`src/rtl/joypad_serializer.sv`:
```
// Multi-port NES joypad serializer: registers button sources, applies autofire
// and opposing-direction suppression, then latches/shifts per controller port.
module joypad_serializer #(
  parameter int unsigned C_players      = 2,
  parameter int unsigned C_bits         = 8,
  parameter int unsigned C_autofire_div = 2142857,
  parameter int unsigned C_no_opposing  = 1,
  parameter int unsigned C_fill         = 1
) (
  input  logic                          clk,
  input  logic                          resetn,
  input  logic                          i_strobe,
  input  logic [C_players-1:0]          i_joy_clock,
  input  logic [C_players*C_bits-1:0]   i_buttons,
  input  logic [C_players*C_bits-1:0]   i_autofire_mask,
  output logic [C_players-1:0]          o_joy_data,
  output logic                          o_latched,
  output logic [C_players*4-1:0]        o_reads
);

  localparam int unsigned W      = C_players * C_bits;
  localparam int unsigned CW     = (C_autofire_div > 0) ? $clog2(C_autofire_div + 1) : 1;
  localparam int unsigned DIV_M1 = (C_autofire_div > 0) ? C_autofire_div - 1 : 0;

  logic [W-1:0]         r_btn;
  logic [W-1:0]         r_mask;
  logic [CW-1:0]        r_cnt;
  logic                 r_phase;
  logic                 r_prev_strobe;
  logic [C_players-1:0] r_prev_clk;
  logic                 r_latched;
  logic [W-1:0]         w_af;

  // Input stage, edge-detect history and latch pulse
  always_ff @(posedge clk or negedge resetn) begin
    if (!resetn) begin
      r_btn         <= '0;
      r_mask        <= '0;
      r_prev_strobe <= 1'b0;
      r_prev_clk    <= '0;
      r_latched     <= 1'b0;
    end else begin
      r_btn         <= i_buttons;
      r_mask        <= i_autofire_mask;
      r_prev_strobe <= i_strobe;
      r_prev_clk    <= i_joy_clock;
      r_latched     <= i_strobe & ~r_prev_strobe;
    end
  end

  // Free-running autofire phase generator; a zero divider pins the phase high
  always_ff @(posedge clk or negedge resetn) begin
    if (!resetn) begin
      r_cnt   <= '0;
      r_phase <= 1'b1;
    end else if (C_autofire_div == 0) begin
      r_cnt   <= '0;
      r_phase <= 1'b1;
    end else if (r_cnt == CW'(DIV_M1)) begin
      r_cnt   <= '0;
      r_phase <= ~r_phase;
    end else begin
      r_cnt   <= r_cnt + CW'(1);
    end
  end

  assign w_af      = r_btn & ~(r_mask & {W{~r_phase}});
  assign o_latched = r_latched;

  for (genvar p = 0; p < C_players; p++) begin : g_port
    logic [C_bits-1:0] w_af_p;
    logic [C_bits-1:0] w_eff;
    logic [C_bits-1:0] w_shifted;
    logic              w_shift;
    logic [C_bits-1:0] r_sr;
    logic [3:0]        r_rd;

    assign w_af_p  = w_af[p*C_bits +: C_bits];
    assign w_shift = r_prev_clk[p] & ~i_joy_clock[p] & ~i_strobe;

    if (C_no_opposing != 0 && C_bits >= 8) begin : g_opp
      always_comb begin
        w_eff = w_af_p;
        if (w_af_p[4] & w_af_p[5]) begin
          w_eff[4] = 1'b0;
          w_eff[5] = 1'b0;
        end
        if (w_af_p[6] & w_af_p[7]) begin
          w_eff[6] = 1'b0;
          w_eff[7] = 1'b0;
        end
      end
    end else begin : g_pass
      assign w_eff = w_af_p;
    end

    if (C_bits > 1) begin : g_wide
      assign w_shifted = {1'(C_fill), r_sr[C_bits-1:1]};
    end else begin : g_single
      assign w_shifted = 1'(C_fill);
    end

    // Strobe load has priority over a coincident falling read clock
    always_ff @(posedge clk or negedge resetn) begin
      if (!resetn) begin
        r_sr <= '0;
        r_rd <= '0;
      end else if (i_strobe) begin
        r_sr <= w_eff;
        r_rd <= '0;
      end else if (w_shift) begin
        r_sr <= w_shifted;
        if (r_rd != 4'hF) r_rd <= r_rd + 4'd1;
      end
    end

    assign o_joy_data[p]       = r_sr[0];
    assign o_reads[p*4 +: 4]   = r_rd;
  end

endmodule

```
`config.mk`:
```
export PLATFORM = sky130hd
export DESIGN_NAME = joypad_serializer
export DESIGN_NICKNAME = d
export VERILOG_FILES = /design/src/rtl/joypad_serializer.sv
export SDC_FILE = /design/constraint.sdc
export NUM_CORES = 1
export LEC_CHECK = 0
export ABC_AREA = 1
export CORE_MARGIN = 4
export CORE_UTILIZATION = 55
export DETAILED_ROUTE_END_ITERATION = 10
export DONT_BUFFER_PORTS = 1
export PLACE_DENSITY = 0.74
export SLEW_MARGIN = 20
export SYNTH_ARGS = -nofsm -noshare
export SYNTH_HDL_FRONTEND = slang
export SYNTH_SLANG_ARGS = --single-unit
```
`constraint.sdc`:
```
create_clock -name clk -period 2.3 [get_ports clk]
set_clock_uncertainty 0.2 [all_clocks]
set_input_delay 0 -clock clk [delete_from_list [all_inputs] [get_ports clk]]
set_output_delay 0 -clock clk [all_outputs]
set_load 0.02 [all_outputs]
```
---- After elaboration in Yosys (flattened, before gate mapping) ----
Index checks and enable logic that the tools add are counted.
W data, S select, Z words.
operators by class
  $add $sub $neg .......................... 3
  eq/ne operators ......................... 3
  mux-type cells .......................... 15
  bitwise operators ....................... 17
  reduce and logical (&&, ||, !) cells .... 6
operator list
  cell                     number
  $and A16 B16 Y16         2
  $mux W8                  4
  $mux W4                  6
  $add A22 B1 Y22 const B  1
  $eq A22 B22 Y1 const B   1
  $mux W22                 1
  $not A16 Y16             1
  $and A1 B1 Y1            9
  $add A4 B1 Y4 const B    2
  $mux W2                  4
  $ne A4 B4 Y1 const B     2
  $reduce_bool A2 Y1       4
  $not A1 Y1               5
  $reduce_and A2 Y1        2
storage, ports and cells
  bits in registers ....................... 83
  output and inout bits ................... 11
  word-level logic and storage cells ...... 55

---- Logic depth before layout (Yosys ltp) ----
Gate-level depths: netlist of run 1.
  depth after elaboration ................. 7
  mapped depth ............................ 8
  gate-level depth less buffers ........... 8

---- Worst setup path after synthesis of run 1 ----
OpenSTA, ideal clock, no wires.
  path type ............................... reg2reg
  start ................................... reg g_port[0].r_rd[1]
  end ..................................... reg g_port[0].r_rd[3]
  setup time .............................. 0.122 ns
  arrival ................................. 1.141 ns
  data required time ...................... 1.978 ns
  path slack .............................. 0.837 ns
  cell stages (with the launch flop) ...... 7
  path buffers ............................ 0
  period minus slack after synthesis ...... 1.463 ns
  cells stage by stage .................... dfrtp_1 -> ha_1 -> nand2_1 -> o21ai_2 -> o21ai_1 -> nand2_1 -> nor2_1
on the way
  cells in the longest elaborated chain, start to end .. 4
ends and longest elaborated chain
  item                    RTL line  RTL
  from (decl)             76        logic [3:0] r_rd;
  from (signal assigned)  113       if (r_rd != 4'hF) r_rd <= r_rd + 4'd1;
  $add A4 B1 Y4           113
  $mux W4                 113
  $mux W4                 111       end else if (w_shift) begin
  $mux W4                 108       end else if (i_strobe) begin
Several ways; a longest one is shown, not always the timed one. The select of a mux whose other input is x is not followed.
A chain may end at the register's enable or synchronous reset.

---- Worst setup path in the final report of run 1 ----
  start ................................... in i_strobe
  end ..................................... reg g_port[1].r_rd[3]
on the way
  cells in the longest elaborated chain, start to end .. 4
ends and longest elaborated chain
  item                          RTL line  RTL
  from (decl)                   12        input logic i_strobe,
  $not A1 Y1                    79        assign w_shift = r_prev_clk[p] & ~i_joy_clock[p] & ~i_strobe;
  $and A1 B1 Y1                 79
  $reduce_bool A2 Y1 (no line)  -
  $reduce_and A2 Y1 (no line)   -
  to (signal assigned)          113
  to (decl)                     76
Several ways; a longest one is shown, not always the timed one.

==> impl_metrics.csv, run 1 <==
group,metric,value,unit
critical_path,crit_type,"in -> reg",
die,core_area,0.00610,mm^2
clock_network,clockBufferDepth,2,
placed_design,place.detailed.hpwl,4560,um
power_and_ir_drop,pwr_density_cell,702,mW/mm^2
placed_design,place.gp.congestion,0.875,
critical_path,startpoint,"i_strobe",
sta,max_freq,536,MHz
logic_synthesis,synth_common_cells,"nand2_1 (84), dfrtp_1 (82), nor2_1 (50)",
die,rows,28,
critical_path,path_max_fanout,25,
clock_network,cts_max_level,3,
sta,rsz0062_at_grt,"no",
critical_path,crit_path_start_kind,"primary input",
critical_path,cpPeakStageDelay,1.02,ns
sta,setup_viol,0,
logic_synthesis,synth_edf_count,0,
logic_synthesis,synth_ff_type,"dfrtp_1",
critical_path,required,2.39,ns
critical_path,cpMaxStageDelayCell,"dlygate4sd3_1",
logic_synthesis,synth_top_area_share,58.0,%
logic_synthesis,synth.avg_cell_area,9.38,um^2
cells_and_area,fillCellCount,434,
logic_synthesis,yosys.area.top_type,"dfrtp_1",
global_route,grt_max_degree,84,
power_and_ir_drop,peakVddDrop,570,uV
logic_synthesis,ys_types,39,
flow_run,cap_violations,0,
sta,tightest_slew,0.747,ns
critical_path,critPathBufInv,2,
critical_path,cp-end-kind,"flip-flop",
sta,fin_tns_setup,0,ns
global_route,grt_pass1_wl,12600,um
sta,slew_violations,0,
critical_path,r2r-start,"r_phase$_DFFE_PN1N_",
logic_synthesis,syn-num-nets,418,
die,initial_core_util,58.0,%
drt,viasPerCell,5.37,
worst_hold_path,hold_class,"in -> async",
logic_synthesis,synthArstFlopShare,100,%
cells_and_area,nets,475,
sta,finalCritPeriodShare,81.1,%
cells_and_area,drive_gt1_share,8.88,%
clock_network,clk_pin_slew,0.09,ns
drt,wirelength,7830,um
global_route,grt_pass1_vias,2736,
critical_path,setup.reg_to_reg.worst_slack,0.60,ns
die,pin_count,48,
logic_synthesis,yosysSeqAreaShare,58.8,%
logic_synthesis,synth_most_common_cell,"nand2_1",
critical_path,critical_path.cell_chain,"dlygate4sd3_1, inv_4, nand2_2, nand2_1, o21ai_1, nand2_1, nor2_1",
drt,wl_per_cell,15.2,um
drt,drt_iter0_drc,161,
power_and_ir_drop,leakage,2.04,nW
critical_path,r2r_end,"g_port[0].r_sr[4]$_DFFE_PN0P_",
placed_design,port_buffers,0,
drt,drt_pass1_iterations,4,
clock_network,ctsRootBufferMaster,"clkbuf_8",
logic_synthesis,synth_seq_cells,83,
run_status,status,"finished, final reports clean",
clock_network,insertion_delay,0.35,ns
logic_synthesis,synth_area,0.00354,mm^2
sta,holdWs,0.0100,ns
drt,postRouteAntennaNets,0,
global_route,antenna_found_initial,0,
clock_network,post_cts_buffers,0,
critical_path,crit_family,"buffers and inverters",
critical_path,cp.arrival,1.95,ns
die,dieWidth,88.2,um
logic_synthesis,synth_cells,377,
global_route,gr-total-overflow,0,
sta,fin_crit,1.87,ns
die,die-area,0.00778,mm^2
clock_network,numCtsBuffers,9,
critical_path,cpMostUsedCell,"nand2_1",
global_route,track_usage,21.3,%
clock_network,cts_tree,"built",
cells_and_area,area_growth,23.8,%
sta,hold_viol_final,0,
critical_path,r2r.worst_path.cells,4,
cells_and_area,insertedDiodeCount,0,
logic_synthesis,ys_top_cells_by_area,"dfrtp_1 (58%), nand2_1 (8.9%), nor2_1 (5.3%)",
die,dieHeight,88.2,um
sta,relSlewSlack,50.0,%
drt,vias,2760,
logic_synthesis,ys_warn_count,0,
drt,drc,0,
clock_network,numClockSinks,83,
-- flip-flops by register name, indices dropped and copies added, names as in the netlist --
register,cells
r_cnt,22
g_port.r_sr,16
r_btn,16
r_mask,16
g_port.r_rd,8
r_prev_clk,2
o_latched,1
r_phase,1
r_prev_strobe,1
-- worst max-delay path by stage --
stage | to | slack (ns) | cells after the start
after floorplan | g_port[0].r_rd[3]$_DFFE_PN0P_ | 0.84 | 6
after global placement | g_port[0].r_rd[3]$_DFFE_PN0P_ | 0.75 | 6
after detailed placement | g_port[0].r_rd[3]$_DFFE_PN0P_ | 0.70 | 6
after CTS | g_port[1].r_rd[3]$_DFFE_PN0P_ | 0.49 | 7
after global routing | g_port[1].r_rd[3]$_DFFE_PN0P_ | 0.28 | 6
final | g_port[1].r_rd[3]$_DFFE_PN0P_ | 0.43 | 7
-- cells by family (layout without fill, tap and decap cells) --
logic type / count (synthesis) / in the layout / synth area share [%]
XOR/XNOR: 11 / 11 / 2.72
buffers and inverters: 47 / 109 / 5.52
flip-flops: 83 / 83 / 58.8
adder cells (fa/ha/maj): 4 / 4 / 1.41
AO/OA/AOI/OAI: 46 / 46 / 7.78
AND/OR/NAND/NOR: 186 / 186 / 23.8
-- power by group --
| part | leakage [nW] | total [W] | switching (W) | internal (W) |
|---|---|---|---|---|
| Clock | 0.121 | 0.00126 | 0.000507 | 0.000755 |
| Combinational | 0.886 | 0.000217 | 0.000113 | 0.000104 |
| Sequential | 1.03 | 0.00159 | 0.0000629 | 0.00153 |
-- through the flow --
stage               instances  setup slack, ns  util (%)  instance area (um^2)  power, W
finish                    514            0.435      71.9                  4380   0.00307
global route              514            0.280      71.9                  4380   0.00320
CTS                       502            0.492      69.9                  4260   0.00306
detailed placement        445            0.700      58.9                  3590   0.00172
global placement          445            0.748      58.9                  3590   0.00172
floorplan                 377            0.837         -                  3540   0.00171
-- what timing repair did --
action,CTS,global route
hold buffers,41,12
hold endpoints to repair,143,12
resized for setup,0,0
-- layout make-up --
type | count | area (um^2) | area share (%)
clock inverters | 4 | 98.8 | 2.26
well taps | 75 | 93.8 | 2.14
flip-flops and latches | 83 | 2080 | 47.4
repair buffers | 53 | 548 | 12.5
clock buffers | 12 | 145 | 3.31
inverters | 40 | 153 | 3.48
multi-input cells | 247 | 1260 | 28.8
-- placed cells by master (no fill, tap or decap), drive strengths merged, types with 2 or more instances in the layout --
cell type and instances:
clkinv 2, inv 39, xnor2 2, ha 4, o21ai 13, o31ai 2
nand3 25, xor2 9, nand4 6, nor3 4, a21boi 3, o211ai 2
a31oi 4, bufinv 3, dlygate4sd3 52, a21oi 16, dfrtp 82, nor2 57
clkbuf 12, nand2 90, nand3b 2
-- routing by layer --
layer  track usage (%)  vias to the layer above  part of all wire [%]
met2              35.1                       76                    51
met4              9.75                        0                   3.8
met5                 0                        -                     0
met1              25.6                     1338                    41
met3              6.49                       25                   4.6
li1                  -                     1321                     -
Note: power is estimated with default switching activity, not from simulation.
==> inputs of run 2 (changes only) <==
Settings changed: ABC_AREA 1 to 0, PLACE_DENSITY 0.74 to 0.77.
Clock period 2.3 ns to 1.7 ns, I/O delays scaled along.
==> impl_metrics.csv, run 2 <==
group,metric,value,unit
clock_network,numCtsBuffers,9,
sta,relSlewSlack,66.4,%
logic_synthesis,synthArstFlopShare,100,%
logic_synthesis,synth_common_cells,"dfrtp_1 (82), nand2_1 (24), inv_1 (18)",
cells_and_area,area_growth,41.0,%
clock_network,cts_max_level,3,
critical_path,cp.arrival,1.94,ns
cells_and_area,final_cell_area,0.00465,mm^2
sta,finalCritPeriodShare,109,%
sta,worst_slack,-0.153,ns
clock_network,numClockSinks,83,
worst_hold_path,hold_class,"in -> async",
logic_synthesis,ys_types,41,
clock_network,clk_pin_slew,0.09,ns
critical_path,setup.reg_to_reg.worst_slack,-0.15,ns
placed_design,place.gp.congestion,0.866,
critical_path,required,1.78,ns
global_route,grt_max_degree,84,
critical_path,r2r.worst_path.cells,4,
logic_synthesis,yosys.area.top_type,"dfrtp_1",
placed_design,port_buffers,0,
logic_synthesis,syn-num-nets,328,
critical_path,r2r_end,"r_cnt[21]$_DFF_PN0_",
logic_synthesis,synth_edf_count,0,
drt,postRouteAntennaNets,0,
critical_path,path_max_fanout,3,
cells_and_area,nets,432,
clock_network,cts_tree,"built",
logic_synthesis,synth_cells,287,
logic_synthesis,synth_ff_type,"dfrtp_1",
drt,wirelength,9510,um
sta,setup_viol,11,
drt,wl_per_cell,20.4,um
logic_synthesis,synth_seq_cells,83,
sta,fin_crit,1.85,ns
die,dieWidth,85.5,um
drt,vias,2751,
power_and_ir_drop,pwr_density_cell,860,mW/mm^2
critical_path,r2r-start,"r_cnt[5]$_DFF_PN0_",
logic_synthesis,yosysSeqAreaShare,63.0,%
cells_and_area,insertedDiodeCount,0,
clock_network,ctsRootBufferMaster,"clkbuf_8",
global_route,antenna_found_initial,0,
critical_path,crit_type,"reg -> reg",
clock_network,insertion_delay,0.36,ns
logic_synthesis,ys_warn_count,0,
critical_path,cp-end-kind,"flip-flop",
die,initial_core_util,58.2,%
placed_design,place.detailed.hpwl,4500,um
logic_synthesis,synth.avg_cell_area,11.5,um^2
global_route,gr-total-overflow,0,
clock_network,clockBufferDepth,2,
drt,drc,0,
global_route,grt_pass1_wl,14300,um
cells_and_area,largest_reg_flops,22,
flow_run,cap_violations,0,
global_route,track_usage,26.1,%
cells_and_area,layout_commonest_cell,"dfrtp_1",
sta,holdWs,-0.879,ns
cells_and_area,final_cell_mix,"dfrtp_1 (78), dlygate4sd3_1 (64), buf_4 (35)",
drt,viasPerCell,5.89,
sta,slew_violations,0,
placed_design,place_area,0.00358,mm^2
run_status,status,"finished, violations left",
logic_synthesis,synth_most_common_cell,"dfrtp_1",
die,dieHeight,85.5,um
power_and_ir_drop,leakage,2.10,nW
die,die-area,0.00730,mm^2
sta,rsz0062_at_grt,"yes",
critical_path,crit_path_start_kind,"flip-flop",
die,rows,27,
logic_synthesis,ys_top_cells_by_area,"dfrtp_1 (62%), xnor2_1 (4.0%), nand2_1 (2.7%)",
power_and_ir_drop,peakVddDrop,1080,uV
logic_synthesis,synth_top_area_share,62.2,%
logic_synthesis,synth_area,0.00330,mm^2
cells_and_area,drive_gt1_share,21.8,%
drt,drt_pass1_iterations,4,
sta,max_freq,540,MHz
run_status,violations,"hold timing, setup timing",
global_route,grt_pass1_vias,2841,
die,core_area,0.00568,mm^2
drt,drt_iter0_drc,273,
cells_and_area,regMostFlops,"r_cnt",
sta,tightest_slew,0.502,ns
sta,hold_viol_final,102,
die,pin_count,48,
## run 2: kinds of logic (layout without fill, tap and decap cells)
kind of cell	after synthesis	count (layout)	synth area share (%)
buffers and inverters	29	137	3.53
XOR/XNOR	20	20	5.31
flip-flops	83	83	63.0
AO/OA/AOI/OAI	50	50	8.91
AND/OR/NAND/NOR	94	94	15.6
multiplexers	7	7	2.16
adder cells (fa/ha/maj)	4	4	1.52
## run 2: worst max-delay path by stage
stage | from | to | slack (ns) | cells past startpoint
floorplan | r_cnt[5]$_DFF_PN0_ | r_cnt[21]$_DFF_PN0_ | -0.10 | 4
detailed placement | r_cnt[7]$_DFF_PN0_ | r_cnt[21]$_DFF_PN0_ | -0.10 | 4
global placement | r_cnt[7]$_DFF_PN0_ | r_cnt[21]$_DFF_PN0_ | -0.02 | 4
finish | r_cnt[5]$_DFF_PN0_ | r_cnt[21]$_DFF_PN0_ | -0.15 | 4
CTS | r_cnt[1]$_DFF_PN0_ | r_cnt[21]$_DFF_PN0_ | -0.07 | 4
global route | r_cnt[16]$_DFF_PN0_ | r_cnt[21]$_DFF_PN0_ | -0.19 | 4
## run 2: routing by layer
metal / GRT usage (%) / part of all wire, % / routed length [um] / up-vias
met1: 29.9 / 37 / 3490 / 1371
li1: - / - / - / 1199
met5: 0 / 0 / 0 / -
met3: 8.83 / 7.1 / 675 / 35
met2: 41.5 / 52 / 4910 / 146
met4: 17.0 / 4.5 / 429 / 0
## run 2: area by class of cell
cell class,instances,area (um^2)
timing repair buffer,104,977
clock inverter,6,90.1
inverter,18,67.6
clock buffer,9,124
tap,72,90.1
fill,255,1020
multi-input combinational,175,1220
sequential,83,2080
## run 2: critical path, cell delays in order (launching register included)
cell	delay (ns)
dfrtp_1	0.47
nand4_4	0.13
or3_4	0.40
or4_4	0.43
a21oi_2	0.15
## run 2: stage by stage
stage / worst slack (ns) / cells / util (%) / total power (W) / setup TNS, ns
final: -0.153 / 467 / 82.0 / 0.00400 / -0.539
after global routing: -0.193 / 467 / 82.0 / 0.00414 / -1.25
after CTS: -0.0741 / 453 / 77.8 / 0.00393 / -0.130
after detailed placement: -0.104 / 379 / 63.1 / 0.00231 / -0.475
after global placement: -0.0160 / 379 / 63.1 / 0.00229 / -0.0293
after floorplan: -0.101 / 287 / - / 0.00227 / -0.144
## run 2: where the power goes
part | leakage [nW] | internal (W) | total (W) | switching [W]
combinational | 0.968 | 0.000184 | 0.000332 | 0.000148
clock | 0.106 | 0.000824 | 0.00155 | 0.000727
sequential | 1.03 | 0.00206 | 0.00212 | 0.0000557
## run 2: what timing repair did
| item | CTS | global route |
|---|---|---|
| pin swaps | 7 | 10 |
| hold buffers | 58 | 8 |
| resized for setup | 6 | 25 |
| setup buffers | 1 | 6 |
| setup endpoints to repair | 13 | 24 |
| endpoints found under the hold margin | 143 | 110 |
